<file path="src/rtl/uart_arb_pkg.sv">
// rtl/uart_arb_pkg.sv - shared types and helpers for the UART TX packet arbiter
//
// Purpose : FSM state encoding, requester limit and index-width helper used by
//           uart_tx_arbiter and uart_rr_pick.
// Ports   : none (package).
package uart_arb_pkg;

  typedef enum logic [1:0] {
    IDLE      = 2'd0,
    SEND      = 2'd1,
    WAIT_ACK  = 2'd2,
    WAIT_DONE = 2'd3
  } arb_state_t;

  localparam int MAX_REQ = 8;

  // Width of a requester index; never narrower than one bit and never wider
  // than what the largest supported requester count needs.
  function automatic int REQ_IDX_W(input int n);
    int m;
    m = (n > MAX_REQ) ? MAX_REQ : n;
    return (m < 2) ? 1 : $clog2(m);
  endfunction

endpackage

</file>
<file path="src/rtl/uart_rr_pick.sv">
// rtl/uart_rr_pick.sv - combinational round-robin picker
//
// Purpose : selects the first set request bit strictly after the pointer,
//           wrapping around, so the last winner has the lowest priority.
// Ports   : req_i  [NUM_REQ]  request vector
//           ptr_i  [IDX_W]    index of the previous winner
//           gnt_o  [NUM_REQ]  one-hot winner (zero when no request)
//           idx_o  [IDX_W]    index of the winner
//           any_o             at least one request is set
module uart_rr_pick #(
  parameter int NUM_REQ = 4,
  parameter int IDX_W   = 2
) (
  input  logic [NUM_REQ-1:0] req_i,
  input  logic [IDX_W-1:0]   ptr_i,
  output logic [NUM_REQ-1:0] gnt_o,
  output logic [IDX_W-1:0]   idx_o,
  output logic               any_o
);

  always_comb begin
    logic             found;
    logic [IDX_W-1:0] k;
    gnt_o = '0;
    idx_o = '0;
    found = 1'b0;
    k     = '0;
    // Offsets 1..NUM_REQ: the pointer itself is checked last.
    for (int i = 1; i <= NUM_REQ; i++) begin
      k = IDX_W'((int'(ptr_i) + i) % NUM_REQ);
      if (!found && req_i[k]) begin
        found    = 1'b1;
        gnt_o[k] = 1'b1;
        idx_o    = k;
      end
    end
    any_o = found;
  end

endmodule

</file>
<file path="src/rtl/uart_tx_arbiter.sv">
// rtl/uart_tx_arbiter.sv - round-robin packet arbiter in front of one UART TX core
//
// Purpose : shares a UART transmitter between NUM_REQ byte streams; a granted
//           requester keeps the line until its last byte has been sent.
// Config  : UART_ARB_TIMEOUT_EN - release a lock after TIMEOUT_CYCLES idle
//           cycles in SEND.
// Ports   : i_clk, i_rstn         clock, synchronous active-low reset
//           i_req_valid [N]       per-requester byte valid
//           i_req_data  [8N]      per-requester byte, requester k at [8k+7:8k]
//           i_req_last  [N]       final byte of the packet
//           o_req_ready [N]       byte accepted this cycle (owner only)
//           o_tx_wr               one-cycle write strobe to the TX core
//           o_tx_data   [8]       byte to the TX core
//           i_tx_busy             TX core busy
//           o_grant     [N]       one-hot lock owner, zero when idle
//           o_active              a lock is held
module uart_tx_arbiter
  import uart_arb_pkg::*;
#(
  parameter int NUM_REQ        = 4,
  parameter int TIMEOUT_CYCLES = 4096
) (
  input  logic                 i_clk,
  input  logic                 i_rstn,
  input  logic [NUM_REQ-1:0]   i_req_valid,
  input  logic [8*NUM_REQ-1:0] i_req_data,
  input  logic [NUM_REQ-1:0]   i_req_last,
  output logic [NUM_REQ-1:0]   o_req_ready,
  output logic                 o_tx_wr,
  output logic [7:0]           o_tx_data,
  input  logic                 i_tx_busy,
  output logic [NUM_REQ-1:0]   o_grant,
  output logic                 o_active
);

  localparam int IDX_W = REQ_IDX_W(NUM_REQ);

  arb_state_t         state_q;
  logic [NUM_REQ-1:0] grant_q;
  logic [IDX_W-1:0]   idx_q;
  logic [IDX_W-1:0]   ptr_q;
  logic               last_q;
  logic               tx_wr_q;
  logic [7:0]         tx_data_q;
  logic               active_q;

  logic [NUM_REQ-1:0] pick_gnt;
  logic [IDX_W-1:0]   pick_idx;
  logic               pick_any;

  logic               owner_valid;
  logic               owner_last;
  logic [7:0]         owner_data;
  logic               handshake;
  logic               to_expire;

  uart_rr_pick #(
    .NUM_REQ (NUM_REQ),
    .IDX_W   (IDX_W)
  ) u_pick (
    .req_i (i_req_valid),
    .ptr_i (ptr_q),
    .gnt_o (pick_gnt),
    .idx_o (pick_idx),
    .any_o (pick_any)
  );

  assign owner_valid = i_req_valid[idx_q];
  assign owner_last  = i_req_last[idx_q];
  assign owner_data  = i_req_data[{idx_q, 3'b000} +: 8];

  // A busy core (possibly driven by someone else) blocks the handshake.
  assign handshake   = (state_q == SEND) && owner_valid && !i_tx_busy;
  assign o_req_ready = handshake ? grant_q : '0;

`ifdef UART_ARB_TIMEOUT_EN
  localparam int TO_W = (TIMEOUT_CYCLES > 2) ? $clog2(TIMEOUT_CYCLES) : 1;

  logic [TO_W-1:0] to_cnt_q;
  logic            to_idle;

  assign to_idle   = (state_q == SEND) && !owner_valid;
  assign to_expire = to_idle && (to_cnt_q == TO_W'(TIMEOUT_CYCLES - 1));

  // Counts consecutive owner-idle cycles in SEND; any other cycle restarts it.
  always_ff @(posedge i_clk) begin
    if (!i_rstn) begin
      to_cnt_q <= '0;
    end else if (to_idle && !to_expire) begin
      to_cnt_q <= to_cnt_q + TO_W'(1);
    end else begin
      to_cnt_q <= '0;
    end
  end
`else
  logic unused_timeout;

  assign to_expire      = 1'b0;
  assign unused_timeout = (TIMEOUT_CYCLES != 0);
`endif

  always_ff @(posedge i_clk) begin
    if (!i_rstn) begin
      state_q   <= IDLE;
      grant_q   <= '0;
      idx_q     <= '0;
      ptr_q     <= IDX_W'(NUM_REQ - 1);
      last_q    <= 1'b0;
      tx_wr_q   <= 1'b0;
      tx_data_q <= 8'h00;
      active_q  <= 1'b0;
    end else begin
      tx_wr_q <= 1'b0;
      case (state_q)
        IDLE: begin
          if (pick_any) begin
            grant_q  <= pick_gnt;
            idx_q    <= pick_idx;
            active_q <= 1'b1;
            state_q  <= SEND;
          end
        end
        SEND: begin
          if (handshake) begin
            tx_wr_q   <= 1'b1;
            tx_data_q <= owner_data;
            last_q    <= owner_last;
            state_q   <= WAIT_ACK;
          end else if (to_expire) begin
            ptr_q    <= idx_q;
            grant_q  <= '0;
            active_q <= 1'b0;
            state_q  <= IDLE;
          end
        end
        WAIT_ACK: begin
          // The core raises busy the cycle after the strobe.
          if (i_tx_busy) begin
            state_q <= WAIT_DONE;
          end
        end
        WAIT_DONE: begin
          if (!i_tx_busy) begin
            if (last_q) begin
              ptr_q    <= idx_q;
              grant_q  <= '0;
              active_q <= 1'b0;
              state_q  <= IDLE;
            end else begin
              state_q <= SEND;
            end
          end
        end
        default: state_q <= IDLE;
      endcase
    end
  end

  assign o_tx_wr   = tx_wr_q;
  assign o_tx_data = tx_data_q;
  assign o_grant   = grant_q;
  assign o_active  = active_q;

endmodule
</file>
<file path="config.mk">
export PLATFORM = sky130hd
export DESIGN_NAME = uart_tx_arbiter
export DESIGN_NICKNAME = d
export VERILOG_FILES = /design/src/rtl/uart_arb_pkg.sv /design/src/rtl/uart_rr_pick.sv /design/src/rtl/uart_tx_arbiter.sv
export SDC_FILE = /design/constraint.sdc
export NUM_CORES = 1
export LEC_CHECK = 0
export ABC_AREA = 0
export CORE_MARGIN = 4
export CORE_UTILIZATION = 63
export DETAILED_ROUTE_END_ITERATION = 16
export DONT_BUFFER_PORTS = 1
export PLACE_DENSITY_LB_ADDON = 0.3
export RECOVER_POWER = 25
export SKIP_CTS_REPAIR_TIMING = 1
export SYNTH_ARGS = -nofsm -noshare
export SYNTH_HDL_FRONTEND = slang
export SYNTH_SLANG_ARGS = --single-unit
</file>
<file path="constraint.sdc">
create_clock -name i_clk -period 3.25 [get_ports i_clk]
set_clock_uncertainty 0.1 [all_clocks]
set_input_delay 0.8125 -clock i_clk [delete_from_list [all_inputs] [get_ports i_clk]]
set_output_delay 0.8125 -clock i_clk [all_outputs]
set_load 0.01 [all_outputs]
</file>
---- After elaboration in Yosys (flattened, before gate mapping) ----
Index checks and enable logic that the tools add are counted.
cells by class
  add/sub/neg operators ................... 4
  order comparisons ....................... 9
  equal/unequal tests ..................... 8
  shift operators ......................... 1
  muxes and demuxes ....................... 48
  bitwise gates (word level) .............. 4
  reductions and logical operators ........ 21
operators by type and width
  cell                                                 number
  2-to-1 mux 4 bit                                     8
  variable part select 32 x 6 -> 8 bit                 1
  2-to-1 mux 1 bit                                     19
  2-to-1 mux 2 bit                                     8
  < comparator 2 x 3 -> 1 bit, second input constant   5
  binary-select mux 1 bit (select 2 bit)               6
  bitwise OR 4 bit                                     3
  inequality test 2 bit, second input constant         5
  logical AND 1 bit                                    9
  demux 1 bit (select 2 bit)                           4
  >= comparator 2 x 1 -> 1 bit, second input constant  4
  case mux 2 bit (4 select lines)                      1
  case mux 4 bit (2 select lines)                      1
  AND reduction 4 bit                                  2
  AND reduction 2 bit                                  3
  adder 2 x 1 -> 2 bit, second input constant          2
  adder 2 bit, second input constant                   2
  == test 2 bit, second input constant                 2
  zero test 1 bit                                      4
  AND reduction 3 bit                                  1
  == test 2 x 1 -> 1 bit, second input constant        1
  zero test 2 bit                                      1
  case mux 1 bit (2 select lines)                      1
  nonzero test 2 bit                                   1
  NOT 1 bit                                            1
word-level totals
  flip-flop bits (word level) ............. 21
  output and inout port bits .............. 18

---- Logic depth before layout (Yosys ltp) ----
Gate-level depths: netlist of run 1.
  depth in word-level cells ............... 15
  gate-level depth with buffers ........... 10
  depth with buffers taken out ............ 7

---- Hierarchy ----
A second synthesis of run 1 with hierarchy kept.
second synthesis, totals
  cell total of the unflattened synthesis .. 185
  area total of the unflattened synthesis .. 1752.9 um^2
modules (own cells, without submodules)
  module           instances  cells each  area an instance (um^2)  seq. area each (um^2)
  uart_tx_arbiter  1          117         1227.4                   420.4
  uart_rr_pick     1          68          525.5                    0.0

---- Worst setup path before layout of run 1 ----
No wires, ideal clock.
  path type ............................... input port to output port
  start point ............................. input port i_req_valid[0]
  end point ............................... output port o_req_ready[0]
  data arrival time ....................... 2.028 ns
  path slack .............................. 0.309 ns
  cell stages on the path ................. 5
  buffers on the path ..................... 1
  cell sequence ........................... nor2b_1 -> a211oi_1 -> a2111oi_4 -> buf_2 -> and2_1
on the way
  cells in the longest elaborated chain, start to end .. 5
RTL lines
  what                                    RTL line               source
  from (decl)                             uart_tx_arbiter.sv:25  input logic [NUM_REQ-1:0] i_req_valid,
  binary-select mux 1 bit (select 2 bit)  uart_tx_arbiter.sv:68  assign owner_valid = i_req_valid[idx_q];
  2-to-1 mux 1 bit (implied by the code)  uart_tx_arbiter.sv:68
  logical AND 1 bit (2 in a row)          uart_tx_arbiter.sv:73  assign handshake = (state_q == SEND) && owner_valid && !i_tx_busy;
  2-to-1 mux 4 bit                        uart_tx_arbiter.sv:74  assign o_req_ready = handshake ? grant_q : '0;
  to (decl)                               uart_tx_arbiter.sv:28  output logic [NUM_REQ-1:0] o_req_ready,
No other way between the ends. The select of a mux whose other input is x is not followed.

---- Worst setup path after layout of run 1 ----
  start point ............................. register idx_q[1]
  end point ............................... output port o_req_ready[0]
on the way
  cells in the longest elaborated chain, start to end .. 5
RTL lines
  what                                    RTL line                source
  from (decl)                             uart_tx_arbiter.sv:40   logic [IDX_W-1:0] idx_q;
  from (signal assigned)                  uart_tx_arbiter.sv:118  idx_q <= pick_idx;
  binary-select mux 1 bit (select 2 bit)  uart_tx_arbiter.sv:68
  2-to-1 mux 1 bit (implied by the code)  uart_tx_arbiter.sv:68
  logical AND 1 bit (2 in a row)          uart_tx_arbiter.sv:73
  2-to-1 mux 4 bit                        uart_tx_arbiter.sv:74
No other way between the ends. The select of a mux whose other input is x is not followed.

==> reports/summary.log, run 1 <==
qor: status.run_status completed
qor: die.die_height 58.6 um
qor: routing.route.detailed.drc 0
qor: hold_path.hold_path.class reg -> reg
qor: routing.drt-initial-drc-count 31
qor: critical_path.r2r_cells 7
qor: routing.routed-wl-met2 1.68 mm
qor: cts.clkSinkCount 21
qor: pwr.irDropWorstVdd 0.355 mV
qor: synth.area_share_of_the_leading_cell_type_in_the_synthesized_netlist 26.1%
qor: routing.m1WireLength 1.23 mm
qor: hold_path.hold_path_startpoint o_active
qor: cts.cts.reportedPaths.clkPinSlew 0.11 ns
qor: synth.synth_area_leader_cell dfxtp_1
qor: routing.routed_wl 3.33 mm
qor: synth.syn_area_per_cell 10.5 um^2
qor: sta.setup_tns 0 ns
qor: die.start_util 65.6%
qor: cts.clockBufferDepth 2
qor: global_routing.grt_overflow_total 0
qor: synth.post_synth_num_cell_types 35
qor: global_routing.track_usage 20.3%
qor: job.maxCapViolCount 0
qor: critical_path.critPathLaunchType register
qor: layout.final_common_cell dfxtp_1
qor: layout.final_net_count 209
qor: die.ioPinCount 61
qor: pwr.power.leakage 0.596 nW
qor: routing.wl_per_cell 18.2 um
qor: synth.synth_flop_cell dfxtp_1
qor: layout.post_route_cells_drive_above_1_share 17.6%
qor: global_routing.grt_start_max_net_pins 20
qor: global_routing.grt_first_pass_wirelength 5.38 mm
qor: routing.vias 1195
qor: critical_path.timing.critical_path.required 2.34 ns
qor: pwr.power-per-cell-area 516 nW/um^2
qor: critical_path.worstSetupEndpointType output pin
qor: sta.hold-worst-slack 0.408 ns
qor: global_routing.antenna_found_initial 0
qor: routing.drt.antenna.violating_nets 0
qor: synth.synthesis.yosys.warnings 0
qor: layout.layout_common_cells 21 x dfxtp_1, 15 x nand2_1, 13 x mux2i_1, 13 x nor2b_1, 13 x mux4_2
qor: sta.timing.final.max_slew_violations 0
qor: die.die_width 58.6 um
qor: global_routing.vias_in_the_first_global_route 1169
qor: die.dieArea 3430 um^2
qor: critical_path.crit-reg2reg-launch ptr_q[1]
qor: synth.synth-seq-area-share 26.1%
qor: critical_path.critPathKind reg -> out
qor: cts.htree_num_levels 1
qor: cts.cts_tree built
qor: sta.achievable-frequency 351 MHz
qor: layout.antenna_cells 0
qor: placed_design.portBuffers 0
qor: hold_path.worstHoldPathCells 2
qor: cts.clock_buffers_created_by_tritoncts 3
qor: critical_path.setup.reg_to_reg.worst_slack 0.53 ns
qor: placed_design.hpwl 2.59 mm
qor: routing.drt-pass1-iter-count 4
qor: layout.layout-area-overhead-vs-synth 2.87%
qor: die.core_region_area 2450 um^2
qor: placed_design.dp.cells 179
qor: critical_path.worst-path-max-fanout 13
qor: sta.hold_viol_final 0
qor: synth.post_synth_arst_share 0%
qor: routing.detailroute.wirelength.met3 376 um
qor: placed_design.routabilityCongestion 0.845
qor: die.row_count 18
qor: cts.clock_tree.root_cell clkbuf_4
qor: sta.slew_headroom 57.3%
qor: critical_path.r2r-end o_grant[0]
qor: synth.synth_enable_flop_cells 0
qor: sta.rsz0062_at_grt no
qor: synth.synth_top_cells_by_area dfxtp_1 26%, mux4_2 18%, ha_1 9.3%, mux2i_1 8.1%, nor2b_1 5.0%
qor: sta.max_slew.worst_pin.slew 0.639 ns
qor: hold_path.min_to o_active
qor: cts.clkLatencyLatePin 0.30 ns
qor: synth.syn-instance-count 154
qor: critical_path.wp_data_arrival 1.93 ns
qor: synth.netlist_area_before_placement 1610 um^2
qor: synth.synth.net_count 209
qor: sta.finalWorstPathRequiredPeriod 2.85 ns
qor: synth.yosys_register_bits 21
qor: sta.layout_worst_path_cycle_share 87.6%
qor: sta.setup_violations 0
qor: layout.fin_cells 183
qor: routing.route.detailed.vias_per_inst 6.53
qor: routing.highest_routing_layer_actually_used met4
==> layout make-up <==
type	count	area [um^2]
inverter	7	26.3
multi-input combinational	118	1120
fill	179	797
clock buffer	4	26.3
tap	30	37.5
sequential	21	420
timing repair buffer	3	22.5
==> worst max-delay path by stage <==
| stage | from | end | cells past startpoint |
|---|---|---|---|
| 6_report | idx_q[1] | o_req_ready[0] | 3 |
| 5_1_grt | idx_q[1] | o_req_ready[2] | 3 |
| 4_1_cts | idx_q[1] | o_req_ready[3] | 3 |
| 3_5_place_dp | ptr_q[1] | o_grant[2] | 7 |
| 3_3_place_gp | i_req_valid[0] | o_req_ready[0] | 4 |
| 2_1_floorplan | i_req_valid[0] | o_req_ready[0] | 5 |
==> worst max-delay path, cell delays in order, from the launching register on <==
cell and delay [ns]:
dfxtp_1 0.75, a211oi_1 0.19, a2111oi_4 0.46, and2_1 0.24
==> report_power, final <==
part / internal (mW) / switching, mW / total, mW
registers: 0.306 / 0.0693 / 0.376
clock network: 0.0479 / 0.0792 / 0.127
logic: 0.184 / 0.170 / 0.353
total: 0.538 / 0.318 / 0.856
==> cells in the mapped netlist (3+ instances only) <==
cell,number
dfxtp_1,21
nand2_1,15
mux2i_1,13
mux4_2,13
nor2b_1,13
ha_1,12
inv_1,7
and2_1,6
o21ai_1,6
nand2b_1,5
a221o_1,4
a22oi_1,4
clkbuf_1,4
mux2_2,3
o211ai_1,3
o21ai_0,3
==> cell families (layout without fill, tap and decap cells) <==
group                    Yosys count  in the layout  share of synthesized area [%]
buffers and inverters             15             14                           4.11
AO/OA/AOI/OAI                     30             30                           15.7
multiplexers                      29             29                           28.3
flip-flops                        21             21                           26.1
adder cells (fa/ha/maj)           12             12                           9.32
AND/OR/NAND/NOR                   47             47                           16.5
==> sequential cells by signal (all words and copies together) (netlist names) <==
signal     cells
idx_q          2
ptr_q          2
o_tx_wr        1
o_active       1
state_q        2
o_tx_data      8
last_q         1
o_grant        4
==> stage by stage <==
stage	utilization [%]	instance area [um^2]	setup WS, ns	power [mW]
3_5_place_dp	66.5	1630	0.539	0.737
2_1_floorplan	-	1610	0.309	0.672
4_1_cts	67.5	1660	0.383	0.863
5_1_grt	67.5	1660	0.263	0.921
3_3_place_gp	66.5	1630	0.631	0.722
6_report	67.5	1660	0.403	0.856
==> metal layers <==
metal	vias up	track usage, %
li1	572	-
met1	564	22.6
met2	54	37.3
met3	5	5.26
met4	0	6.47
met5	-	0
No activity file was read; power rests on OpenSTA's default activity.
==> run 2, diff against run 1 <==
--- a/config.mk
+++ b/config.mk
@@ -7,7 +7,7 @@
 export LEC_CHECK = 0
 export ABC_AREA = 0
 export CORE_MARGIN = 4
-export CORE_UTILIZATION = 63
+export CORE_UTILIZATION = 35
 export DETAILED_ROUTE_END_ITERATION = 16
 export DONT_BUFFER_PORTS = 1
 export PLACE_DENSITY_LB_ADDON = 0.3
==> constraint.sdc (replaced) <==
create_clock -name i_clk -period 2.6 [get_ports i_clk]
set_clock_uncertainty 0.1 [all_clocks]
set_input_delay 0.65 -clock i_clk [delete_from_list [all_inputs] [get_ports i_clk]]
set_output_delay 0.65 -clock i_clk [all_outputs]
set_load 0.01 [all_outputs]
==> run 2 against run 1 <==
Non-clock buffer count grew 4. Critical path depth grew 4. Register-to-register slack lost 0.38 ns. Via count grew 1.8%. Cell count grew 14%. Combinational power grew 30%. Final area grew 4.7%.
==> reports/summary.log, run 2 (synthesis results as in run 1) <==
qor: sta.layout_worst_path_cycle_share 94.2%
qor: critical_path.timing.critical_path.cells inv_1, ha_1, mux4_2, or3_4, o31ai_4, nand2_1, o21ai_1
qor: hold_path.min_to ptr_q[0]
qor: critical_path.worstSetupEndpointType register
qor: placed_design.hpwl 3.07 mm [+18%]
qor: critical_path.critPathLaunchType register
qor: routing.drt-pass1-iter-count 4 [unchanged]
qor: status.run_status completed
qor: layout.final_common_cell dfxtp_1
qor: die.start_util 36.5% [-29 points]
qor: layout.fin_cells 209 [+14%]
qor: sta.achievable-frequency 408 MHz
qor: global_routing.grt_first_pass_wirelength 5.82 mm [+8.1%]
qor: critical_path.timing.critical_path.required 2.69 ns [+0.35 ns]
qor: routing.m1WireLength 1.69 mm [+37%]
qor: sta.setup_tns 0 ns [unchanged]
qor: pwr.total_power 1.14 mW [+34%]
qor: pwr.power-per-cell-area 659 nW/um^2 [+28%]
qor: pwr.proportion_of_power_drawn_by_the_clock_network 19.3% [+4.5 points]
qor: critical_path.critPathKind reg -> reg
qor: cts.clockBufferDepth 2 [unchanged]
qor: layout.postLayoutCellArea 1740 um^2 [+4.7%]
qor: sta.finalWorstPathRequiredPeriod 2.45 ns
qor: cts.clkSinkCount 21 [unchanged]
qor: pwr.intPower 721 uW [+34%]
qor: cts.cts_tree built
qor: global_routing.grt_start_max_net_pins 20 [unchanged]
qor: routing.drt-initial-drc-count 68 [+120%]
qor: pwr.swShare 37.0% [-0.17 points]
qor: routing.routed-wl-met2 1.89 mm [+13%]
qor: critical_path.slowest_stage mux4_2
qor: placed_design.dp.cells 205 [+15%]
qor: hold_path.worstHoldPathCells 1 [-1]
qor: global_routing.antenna_found_initial 0 [unchanged]
qor: critical_path.wp_data_arrival 2.54 ns [+0.61 ns]
qor: pwr.power.leakage 0.627 nW [+5.2%]
qor: cts.clock_buffers_created_by_tritoncts 3 [unchanged]
qor: pwr.power.net_switching 423 uW [+33%]
qor: pwr.comb_power_share 40.0% [-1.3 points]
qor: die.ioPinCount 61 [unchanged]
qor: critical_path.r2r_cells 7 [unchanged]
qor: layout.flip_flop_count_of_the_largest_register_all_copies_and_words_added 8 [unchanged]
qor: routing.vias 1216 [+1.8%]
qor: placed_design.routabilityCongestion 0.910 [+7.8%]
qor: routing.routed_wl 3.87 mm [+16%]
qor: layout.layout.filler_cells 398 [+120%]
qor: routing.wl_per_cell 18.5 um [+1.8%]
qor: global_routing.track_usage 13.2% [-7.0 points]
qor: hold_path.hold_path_startpoint i_rstn
qor: layout.layout-area-overhead-vs-synth 7.69%
qor: routing.route.detailed.vias_per_inst 5.82 [-11%]
qor: layout.layout_common_cells 21 x dfxtp_1, 15 x nand2_1, 13 x mux2i_1, 13 x nor2b_1, 13 x mux4_2
qor: sta.setup_violations 0 [unchanged]
qor: die.die_height 75.9 um [+30%]
qor: routing.route.detailed.drc 0 [unchanged]
qor: cts.clock_tree.root_cell clkbuf_8
qor: critical_path.crit-reg2reg-launch ptr_q[0]
qor: sta.timing.final.max_slew_violations 0 [unchanged]
qor: cts.cts.reportedPaths.clkPinSlew 0.07 ns [-0.04 ns]
qor: layout.antenna_cells 0 [unchanged]
qor: routing.detailroute.wirelength.met3 244 um [-35%]
qor: sta.hold-worst-slack 0.349 ns [-0.0594 ns]
qor: critical_path.critical_path.top_delay_family multiplexers
qor: critical_path.r2r-end o_grant[0]
qor: die.dieArea 5750 um^2 [+68%]
qor: layout.final_net_count 213 [+1.9%]
qor: routing.drt.antenna.violating_nets 0 [unchanged]
qor: die.die_width 75.9 um [+30%]
qor: job.maxCapViolCount 0 [unchanged]
qor: placed_design.portBuffers 0 [unchanged]
qor: critical_path.critical-path-max-stage-delay 0.59 ns [-0.16 ns]
qor: sta.rsz0062_at_grt no
qor: die.row_count 24 [+6]
qor: global_routing.vias_in_the_first_global_route 1179 [+0.86%]
qor: routing.highest_routing_layer_actually_used met4
qor: pwr.seq_power_share 40.7% [-3.2 points]
qor: layout.post_route_cells_drive_above_1_share 20.4% [+2.7 points]
qor: sta.slew_headroom 71.3% [+14 points]
qor: placed_design.placed_cell_area 1690 um^2 [+3.5%]
qor: cts.htree_num_levels 1 [unchanged]
qor: cts.clkLatencyLatePin 0.27 ns [-0.03 ns]
qor: sta.max_slew.worst_pin.slew 0.430 ns [-0.209 ns]
qor: die.core_region_area 4410 um^2 [+80%]
qor: critical_path.path_buf_inv 1 [+1]
qor: critical_path.worst-path-max-fanout 6 [-7]
qor: critical_path.setup.reg_to_reg.worst_slack 0.15 ns [-0.38 ns]
qor: pwr.irDropWorstVdd 0.265 mV [-26%]
qor: global_routing.grt_overflow_total 0 [unchanged]
qor: sta.hold_viol_final 0 [unchanged]
qor: hold_path.hold_path.class in -> reg
run 2: cell count changes in the layout (fill, tap and decap cells not counted), sizes merged:
| cell | delta |
|---|---|
| buf | +4 |
| clkbuf | -1 |
| clkinv | +1 |
run 2: how the worst max path moves through the flow:
| stage | from | cells past startpoint | to |
|---|---|---|---|
| 2_1_floorplan | ptr_q[0] | 9 | o_grant[0] |
| 3_3_place_gp | ptr_q[0] | 7 | o_grant[0] |
| 3_5_place_dp | ptr_q[1] | 7 | o_grant[0] |
| 4_1_cts | ptr_q[0] | 7 | o_grant[0] |
| 5_1_grt | ptr_q[0] | 7 | o_grant[0] |
| 6_report | ptr_q[0] | 7 | o_grant[0] |
run 2: per-stage QoR:
step	setup WS, ns	util, %
2_1_floorplan	0.0204	-
3_3_place_gp	0.296	38.3
3_5_place_dp	0.179	38.3
4_1_cts	0.155	39.3
5_1_grt	0.0120	39.3
6_report	0.151	39.3
run 2: worst reg2reg max path, cell delays in order, from the launching register on:
cell and delay [ns]:
dfxtp_1 0.33, inv_1 0.06, ha_1 0.42, mux4_2 0.59, or3_4 0.38, o31ai_4 0.31
nand2_1 0.11, o21ai_1 0.09
run 2: power groups by stage:
stage                     sequential (mW)  combinational [mW]  clock, mW
after floorplan                     0.450               0.389          0
after global placement              0.469               0.440          0
after detailed placement            0.475               0.461          0
after CTS                           0.467               0.463      0.223
after global routing                0.478               0.510      0.235
final                               0.466               0.458      0.220
run 2: final cells by class:
class	instances	area, um^2	area share, %
Sequential cell	21	420	24.2
Clock inverter	1	5.00	0.288
Timing Repair Buffer	7	52.6	3.03
Clock buffer	3	41.3	2.38
Multi-Input combinational cell	118	1120	64.8
Tap cell	52	65.1	3.75
Inverter	7	26.3	1.51
run 2: per-layer routing:
layer	GRT usage, %	vias to the layer above
met5	0	-
met4	3.50	0
met1	18.6	583
met2	20.3	47
met3	3.17	6
li1	-	580
